==> src/rtl/plab1_imul_muldiv_iter_pkg.sv <==
// Shared definitions for the iterative multiply/divide unit: function codes,
// message field widths, FSM state encoding and small decode helpers.
package plab1_imul_muldiv_iter_pkg;

  localparam int unsigned FUNC_NBITS = 3;

  localparam logic [FUNC_NBITS-1:0] FUNC_MUL  = 3'd0;
  localparam logic [FUNC_NBITS-1:0] FUNC_DIV  = 3'd1;
  localparam logic [FUNC_NBITS-1:0] FUNC_DIVU = 3'd2;
  localparam logic [FUNC_NBITS-1:0] FUNC_REM  = 3'd3;
  localparam logic [FUNC_NBITS-1:0] FUNC_REMU = 3'd4;

  typedef enum logic [1:0] {
    IDLE = 2'd0,
    CALC = 2'd1,
    DONE = 2'd2
  } state_t;

  function automatic int unsigned req_msg_nbits(input int unsigned nbits);
    return FUNC_NBITS + 2 * nbits;
  endfunction

  function automatic logic func_is_signed(input logic [FUNC_NBITS-1:0] f);
    return (f == FUNC_DIV) || (f == FUNC_REM);
  endfunction

endpackage

==> src/rtl/plab1_imul_muldiv_iter_dpath.sv <==
// Datapath for the iterative mul/div unit: operand, accumulator/remainder
// registers, shared adder-subtractor and sign-fix result mux.
// Optional macro PLAB1_IMUL_EARLY_TERM_EN enables early MUL completion.
module plab1_imul_muldiv_iter_dpath
  import plab1_imul_muldiv_iter_pkg::*;
#(
  parameter int unsigned NBITS = 32
) (
  input  logic                  clk,
  input  logic                  reset,
  input  logic                  load,
  input  logic                  step,
  input  logic [FUNC_NBITS-1:0] req_func,
  input  logic [NBITS-1:0]      req_a,
  input  logic [NBITS-1:0]      req_b,
  output logic                  early_done,
  output logic [NBITS-1:0]      result
);

  logic [FUNC_NBITS-1:0] func_r;
  logic [NBITS-1:0]      a_r;
  logic [NBITS-1:0]      b_r;
  logic [NBITS-1:0]      acc_r;
  logic [NBITS-1:0]      a_orig_r;
  logic                  neg_r;
  logic                  dz_r;

  logic                  is_mul;
  logic                  req_signed;
  logic                  sa;
  logic                  sb;
  logic [NBITS-1:0]      a_mag;
  logic [NBITS-1:0]      b_mag;
  logic [NBITS:0]        rem_sh;
  logic [NBITS:0]        op1;
  logic [NBITS:0]        op2;
  logic [NBITS+1:0]      sum;
  logic                  ge;

  // One adder serves both MUL (acc + a) and divide (rem_sh - divisor);
  // for divide the carry out of the extra top bit means rem_sh >= divisor.
  always_comb begin
    req_signed = func_is_signed(req_func);
    sa         = req_signed & req_a[NBITS-1];
    sb         = req_signed & req_b[NBITS-1];
    a_mag      = sa ? -req_a : req_a;
    b_mag      = sb ? -req_b : req_b;
    is_mul     = (func_r == FUNC_MUL);
    rem_sh     = {acc_r, a_r[NBITS-1]};
    op1        = is_mul ? {1'b0, acc_r} : rem_sh;
    op2        = is_mul ? {1'b0, a_r} : ~{1'b0, b_r};
    sum        = {1'b0, op1} + {1'b0, op2} + {{(NBITS+1){1'b0}}, ~is_mul};
    ge         = sum[NBITS+1];
  end

  always_ff @(posedge clk) begin
    if (reset) begin
      func_r   <= '0;
      a_r      <= '0;
      b_r      <= '0;
      acc_r    <= '0;
      a_orig_r <= '0;
      neg_r    <= 1'b0;
      dz_r     <= 1'b0;
    end else if (load) begin
      func_r   <= req_func;
      a_r      <= a_mag;
      b_r      <= b_mag;
      acc_r    <= '0;
      a_orig_r <= req_a;
      neg_r    <= (req_func == FUNC_DIV) ? (sa ^ sb) : sa;
      dz_r     <= (req_b == '0);
    end else if (step) begin
      if (is_mul) begin
        if (b_r[0]) acc_r <= sum[NBITS-1:0];
        a_r <= a_r << 1;
        b_r <= b_r >> 1;
      end else begin
        acc_r <= ge ? sum[NBITS-1:0] : rem_sh[NBITS-1:0];
        a_r   <= {a_r[NBITS-2:0], ge};
      end
    end
  end

  always_comb begin
    result = '0;
    case (func_r)
      FUNC_MUL:             result = acc_r;
      FUNC_DIV, FUNC_DIVU:  result = dz_r ? '1 : (neg_r ? -a_r : a_r);
      FUNC_REM, FUNC_REMU:  result = dz_r ? a_orig_r : (neg_r ? -acc_r : acc_r);
      default:              result = '0;
    endcase
  end

`ifdef PLAB1_IMUL_EARLY_TERM_EN
  assign early_done = (func_r == FUNC_MUL) && (b_r[NBITS-1:1] == '0);
`else
  assign early_done = 1'b0;
`endif

endmodule

==> src/rtl/plab1_imul_muldiv_iter.sv <==
// Iterative NBITS-wide MUL/DIV/DIVU/REM/REMU unit behind val/rdy interfaces.
// Control FSM and bit counter; early MUL exit comes from the datapath.
module plab1_imul_muldiv_iter
  import plab1_imul_muldiv_iter_pkg::*;
#(
  parameter int unsigned NBITS = 32
) (
  input  logic                          clk,
  input  logic                          reset,
  input  logic [FUNC_NBITS+2*NBITS-1:0] in_msg,
  input  logic                          in_val,
  output logic                          in_rdy,
  output logic [NBITS-1:0]              out_msg,
  output logic                          out_val,
  input  logic                          out_rdy
);

  localparam int unsigned CW = $clog2(NBITS + 1);

  state_t                state;
  state_t                state_next;
  logic [CW-1:0]         count;
  logic                  load;
  logic                  step;
  logic                  early_done;
  logic [FUNC_NBITS-1:0] req_func;
  logic [NBITS-1:0]      req_a;
  logic [NBITS-1:0]      req_b;

  assign {req_func, req_a, req_b} = in_msg;

  always_ff @(posedge clk) begin
    if (reset) state <= IDLE;
    else       state <= state_next;
  end

  always_ff @(posedge clk) begin
    if (reset)     count <= '0;
    else if (load) count <= CW'(NBITS);
    else if (step) count <= count - CW'(1);
  end

  always_comb begin
    state_next = state;
    case (state)
      IDLE:    if (in_val) state_next = CALC;
      CALC:    if ((count == CW'(1)) || early_done) state_next = DONE;
      DONE:    if (out_rdy) state_next = IDLE;
      default: state_next = IDLE;
    endcase
  end

  always_comb begin
    in_rdy  = (state == IDLE);
    out_val = (state == DONE);
    load    = (state == IDLE) && in_val;
    step    = (state == CALC);
  end

  plab1_imul_muldiv_iter_dpath #(
    .NBITS (NBITS)
  ) dpath (
    .clk        (clk),
    .reset      (reset),
    .load       (load),
    .step       (step),
    .req_func   (req_func),
    .req_a      (req_a),
    .req_b      (req_b),
    .early_done (early_done),
    .result     (out_msg)
  );

  // Hands back state and counter so a harness can format its trace line.
  task automatic trace_module(output state_t trace_state, output logic [CW-1:0] trace_count);
    trace_state = state;
    trace_count = count;
  endtask

endmodule

==> config.mk <==
export PLATFORM = sky130hd
export DESIGN_NAME = plab1_imul_muldiv_iter
export DESIGN_NICKNAME = d
export VERILOG_FILES = /design/src/rtl/plab1_imul_muldiv_iter_pkg.sv /design/src/rtl/plab1_imul_muldiv_iter_dpath.sv /design/src/rtl/plab1_imul_muldiv_iter.sv
export SDC_FILE = /design/constraint.sdc
export NUM_CORES = 1
export LEC_CHECK = 0
export ABC_AREA = 1
export BUFFER_PORTS_ARGS = -buffer_cell sky130_fd_sc_hd__buf_2
export CORE_MARGIN = 2
export CORE_UTILIZATION = 35
export DETAILED_ROUTE_END_ITERATION = 16
export MAX_ROUTING_LAYER = met4
export PLACE_DENSITY = 0.52
export SYNTH_ARGS = -nofsm -noshare
export SYNTH_HDL_FRONTEND = slang
export SYNTH_HIERARCHICAL = 1
export SYNTH_SLANG_ARGS = --single-unit
==> constraint.sdc <==
create_clock -name clk -period 8.37 [get_ports clk]
set_input_delay 2.0925 -clock clk [delete_from_list [all_inputs] [get_ports clk]]
set_output_delay 2.0925 -clock clk [all_outputs]
set_load 0.01 [all_outputs]
# [After elaboration in Yosys (flattened, before gate mapping)]
# Index checks and enable logic that the tools add are counted.
# W data, S select, Z words.
[totals] n_memories=0 rom_bits=0 reg_bits=141 ramBits=0 in_bits=71 latch_bits=0 wordCells=73 output_inout_bits=34
[op_classes] n_mux=25 shifts=0 n_eq_ne=13 n_lt_le_gt_ge=0 n_addsub=7 mul=0 reduce_logical=13 bitwise=5 n_div=0
[op_table] operator="$mux W32" n=14
[op_table] operator="$neg A32 Y32" n=4
[op_table] operator="$pmux W32 S3" n=1
[op_table] operator="$mux W33" n=2
[op_table] operator="$add A33 B33 Y34" n=1
[op_table] operator="$add A34 B1 Y34" n=1
[op_table] operator="$not A32 Y33" n=1
[op_table] operator="$logic_not A32 Y1" n=1
[op_table] operator="$mux W6" n=2
[op_table] operator="$eq A3 B2 Y1 const B" n=3
[op_table] operator="$eq A3 B1 Y1 const B" n=2
[op_table] operator="$eq A6 B1 Y1 const B" n=1
[op_table] operator="$mux W2" n=3
[op_table] operator="$pmux W2 S3" n=1
[op_table] operator="$reduce_or A2 Y1" n=3
[op_table] operator="$sub A6 B1 Y6 const B" n=1
[op_table] operator="$ne A2 B1 Y1 const B" n=2
[op_table] operator="$ne A2 B2 Y1 const B" n=2
[op_table] operator="$reduce_and A2 Y1" n=2
[op_table] operator="$reduce_bool A2 Y1" n=2
[op_table] operator="$eq A3 B3 Y1 const B" n=1
[op_table] operator="$logic_not A3 Y1" n=1
[op_table] operator="$reduce_and A3 Y1" n=1
[op_table] operator="$and A1 B1 Y1" n=2
[op_table] operator="other kinds (8)" n=9

# [Depth between registers and ports, before layout]
[logic_depth] depth_word=7 ltp_mapped=29 mapped_depth_nobuf=26

# [Hierarchy]
# Netlist, hierarchy kept.
[by_module_without_submodules] module="plab1_imul_muldiv_iter_dpath" area_per_inst_um2=12256.8 n_inst=1 cells_per_inst=2133 seq_area_each_um2=2662.6
[by_module_without_submodules] module="plab1_imul_muldiv_iter" area_per_inst_um2=489.2 n_inst=1 cells_per_inst=67 seq_area_each_um2=160.2

# [Least setup slack after synthesis]
# OpenSTA, ideal clock, no wires.
[synth_timing] path_kind="register -> output" from="reg dpath.acc_r[0]" to="out out_msg[28]" required_ns=6.278 arrival_time_ns=1.797 n_path_buf=0 path_slack_ns=4.480 stages_incl_launch_ff=14 path_cell_list="dfxtp_1 inv_1 ha_1 nand3_1 nor2_1 nand2_1 o21ai_2 nand2_1 nor2_2 o21ai_0 nand2_1 nand3_1 nand2_1 nand3_1"
[synth_via] elab_chain_len=4
[synth_lines] item="from (decl)" line_no="plab1_imul_muldiv_iter_dpath.sv:23" text="logic [NBITS-1:0] acc_r;"
[synth_lines] item="from (signal assigned)" line_no="plab1_imul_muldiv_iter_dpath.sv:75" text="if (b_r[0]) acc_r <= sum[NBITS-1:0];"
[synth_lines] item="from (signal assigned)" line_no="plab1_imul_muldiv_iter_dpath.sv:79" text="acc_r <= ge ? sum[NBITS-1:0] : rem_sh[NBITS-1:0];"
[synth_lines] item="$neg A32 Y32" line_no="plab1_imul_muldiv_iter_dpath.sv:90" text="FUNC_REM, FUNC_REMU: result = dz_r ? a_orig_r : (neg_r ? -acc_r : acc_r);"
[synth_lines] item="$mux W32 (2 in series)" line_no="plab1_imul_muldiv_iter_dpath.sv:90"
[synth_lines] item="$pmux W32 S3" line_no="plab1_imul_muldiv_iter_dpath.sv:87" text="case (func_r)"
[synth_lines] item="to (decl)" line_no="plab1_imul_muldiv_iter.sv:13" text="output logic [NBITS-1:0] out_msg,"
# No other way between the ends.

# [Worst setup path after layout]
[layout_timing] from="reg dpath.neg_r" to="out out_msg[30]"
[layout_via] elab_chain_len=3
[layout_lines] item="from (decl)" line_no="plab1_imul_muldiv_iter_dpath.sv:25" text="logic neg_r;"
[layout_lines] item="from (signal assigned)" line_no="plab1_imul_muldiv_iter_dpath.sv:71" text="neg_r <= (req_func == FUNC_DIV) ? (sa ^ sb) : sa;"
[layout_lines] item="$mux W32, on equally long branches (2 in series)" line_no="plab1_imul_muldiv_iter_dpath.sv:90, plab1_imul_muldiv_iter_dpath.sv:89"
[layout_lines] item="$pmux W32 S3 *" line_no="plab1_imul_muldiv_iter_dpath.sv:87"
# Mark *: on every way between the ends. The rest lies on a longest branch, timed or not.

==> results.json <==
{
  "core_mm2": 0.0357,
  "grt_usage_pct": 28.4,
  "synthesis.instances": 2200,
  "r2r_end": "dpath/acc_r[12]",
  "vdd_drop_max_uv": 111,
  "root_buffer": "clkbuf_16",
  "first_global_vias": 13485,
  "synth-seq-area-share_pct": 22.1,
  "antenna_found_initial": 1,
  "clock_skew_ps": 19.2,
  "max_slew_margin_pct": 28.7,
  "slowest_delay_ps": 1040,
  "cts_buffers": 17,
  "ys_seq_elements": 141,
  "worstHoldPathType": "reg -> reg",
  "antenna_left": 0,
  "yosysUniqueCellTypes": 53,
  "clockBufferDepth": 2,
  "crit_start": "dpath/neg_r",
  "syn_to_final_growth_pct": 10.9,
  "synth_mux_area_share_pct": 0,
  "firstDrtPassIters": 6,
  "multi_input_area_mm2": 0.00858,
  "instances_no_fill": 2710,
  "drv_slew": 0,
  "dpl.hpwl_um": 42200,
  "synth_edf_count": 0,
  "reg2regPathDepth": 16,
  "clkTransAtPathRegs_ps": 70,
  "path_cells": "buf_4 > clkinv_1 > a21oi_1 > nor2_1 > nand3_1 > nand3_1 > nand2_1 > nand3_1 > buf_2",
  "top_layer": "met4",
  "cp.required_ps": 6280,
  "avgSynthCellArea_um2": 5.79,
  "synth_top_family_by_area": "simple AND/OR/NAND/NOR gates",
  "synth_xor_area_share_pct": 3.50,
  "status": "finished clean",
  "die-area_mm2": 0.0380,
  "synth_fp_nets": 2310,
  "nFillCells": 4030,
  "rsz0062_at_grt": "false",
  "synthArstFlopShare_pct": 0,
  "wirelength_um": 53700,
  "crit_type": "reg -> out",
  "drive_gt1_share_pct": 9.52,
  "grt_start_max_net_pins": 76,
  "slowest_stage": "clkinv_1",
  "grt_pass1_wl_um": 80900,
  "dieWidth_um": 195,
  "portBuffers": 104,
  "worstReg2RegStart": "dpath/func_r[0]",
  "setup_viol": 0,
  "max_freq_mhz": 177,
  "crit_path_frequent_cell": "nand3_1",
  "tns_ps": 0,
  "met2_length_um": 23000,
  "clock_latency_ps": 440,
  "yosys.area_share.simple_pct": 35.9,
  "first_iter_violations": 1474,
  "wl_met3_um": 3280,
  "wl_met1_um": 26200,
  "post_cts_buffers": 0,
  "vias": 14920,
  "regToRegSetupSlack_ps": 3620,
  "cts_sinks": 141,
  "yosys-top-cells-area": "dfxtp_1, nand2_1, o21ai_0, a21oi_1, nand3_1",
  "cp-end-kind": "output port",
  "ys.flop_type": "dfxtp_1",
  "yosys.area.top_type": "dfxtp_1",
  "critPathMaxFanout": 62,
  "yosysWarnings": 6,
  "ff_latch_area_mm2": 0.00282,
  "synth_area_mm2": 0.0127,
  "tightestPinTransition_ps": 1060,
  "pwr_density_cell_mw_per_mm2": 192,
  "cts_hold_buf": 0,
  "overflow": 0,
  "floorplan.initialDensity_pct": 35.7,
  "htreeDepth": 4,
  "gp_congestion": 0.951,
  "dp_cells": 2677,
  "cts_resized": 0,
  "rows": 69,
  "synth-compound-area-share_pct": 24.0,
  "yosysTopAreaCellShare_pct": 22.1,
  "drcViolationCount": 0,
  "fin_crit_ps": 5640,
  "utilization_pct": 39.6,
  "avgViaCountPerCell": 5.51,
  "period_share_pct": 67.4,
  "drv_cap": 0,
  "wl_per_cell_um": 19.8,
  "cts_tree": "done",
  "synth_fa_ha_area_share_pct": 3.89,
  "worstPathArrival_ps": 3550,
  "endpoint": "out_msg[30]",
  "startpoint_type": "flop",
  "io_pins": 105,
  "p_leak_uw": 0.00645,
  "finalNetCount": 2345,
  "hold_violations": 0,
  "dieHeight_um": 195
}
-- stage by stage --
stage / total power [uW] / hold WS [ps] / setup slack [ps] / instance area, um^2
finish: 2710 / 466 / 2730 / 14100
CTS: 2700 / 468 / 2740 / 14100
global route: 2860 / 482 / 2480 / 14100
global placement: 1880 / 452 / 3170 / 13500
detailed placement: 1880 / 457 / 3020 / 13500
floorplan: 1530 / 423 / 4480 / 12700
-- layout make-up --
| class | instances | area share (%) |
|---|---|---|
| Clock inverter | 14 | 1.18 |
| Multi-Input combinational cell | 1712 | 60.7 |
| Clock buffer | 18 | 3.11 |
| Inverter | 245 | 6.52 |
| Antenna cell | 1 | 0.0177 |
| Timing Repair Buffer | 118 | 4.43 |
| Tap cell | 461 | 4.08 |
| Sequential cell | 141 | 20.0 |
-- routing by layer --
layer  global-route usage [%]  vias up
met3                     3.30       50
met1                     40.5     6951
li1                         -     7395
met5                        -        -
met4                     7.58        0
met2                     42.2      524
-- sequential cells by signal, indices dropped and copies added, names as in the netlist --
register and cells:
dpath/a_orig_r 32, dpath/neg_r 1, dpath/acc_r 32, dpath/func_r 3, dpath/a_r 32, state 2, dpath/dz_r 1, count 6
dpath/b_r 32
-- worst min-delay path by stage --
| stage | start | to | slack (ps) | cells after the start |
|---|---|---|---|---|
| global route | dpath/b_r[12] | dpath/b_r[12] | 480 | 2 |
| floorplan | dpath/a_orig_r[1] | dpath/a_orig_r[1] | 420 | 2 |
| detailed placement | dpath/b_r[29] | dpath/b_r[29] | 460 | 2 |
| global placement | dpath/b_r[13] | dpath/b_r[13] | 450 | 2 |
| finish | dpath/b_r[5] | dpath/b_r[5] | 470 | 2 |
| CTS | dpath/b_r[5] | dpath/b_r[5] | 470 | 2 |
-- where the power goes --
part	internal, uW	total [uW]	switching [uW]
registers	738	826	88.4
logic	311	1070	756
clock network	437	817	379
total	1490	2710	1220
-- cell usage in the layout (no fill, tap or decap), types with 17 or more instances in the layout --
master and instances:
nor2_1 188, nand2_1 565, dfxtp_1 140, o21ai_1 20
ha_1 38, buf_2 104, xor2_1 45, nand4_1 20
inv_1 231, a21oi_1 217, o211ai_1 30, nor3_1 39
nand3_1 183, clkbuf_16 17, o21ai_0 236
-- worst max-delay path: cells and delay by family (launching register included) --
kind / cells / cell delay, ps
buffers and inverters: 3 / 1740
AND/OR/NAND/NOR: 5 / 600
AO/OA/AOI/OAI: 1 / 460
flip-flops: 1 / 310
-- synth_stat cells, types with 30 or more instances --
master,instances
dfxtp_1,141
nand2_1,565
clkbuf_1,75
ha_1,38
a21oi_1,217
o211ai_1,30
o21ai_0,236
nor3_1,39
nand3_1,183
xor2_1,45
nor2_1,190
inv_1,233
-- cell families (layout without fill, tap and decap cells) --
logic type	Yosys count	after routing
flops	141	141
other cells	1	2
fa+ha+maj	39	39
buf+inv	347	395
simple gates	1060	1060
compound gates	561	561
xor+xnor	51	51
No activity file was read; power rests on OpenSTA's default activity.
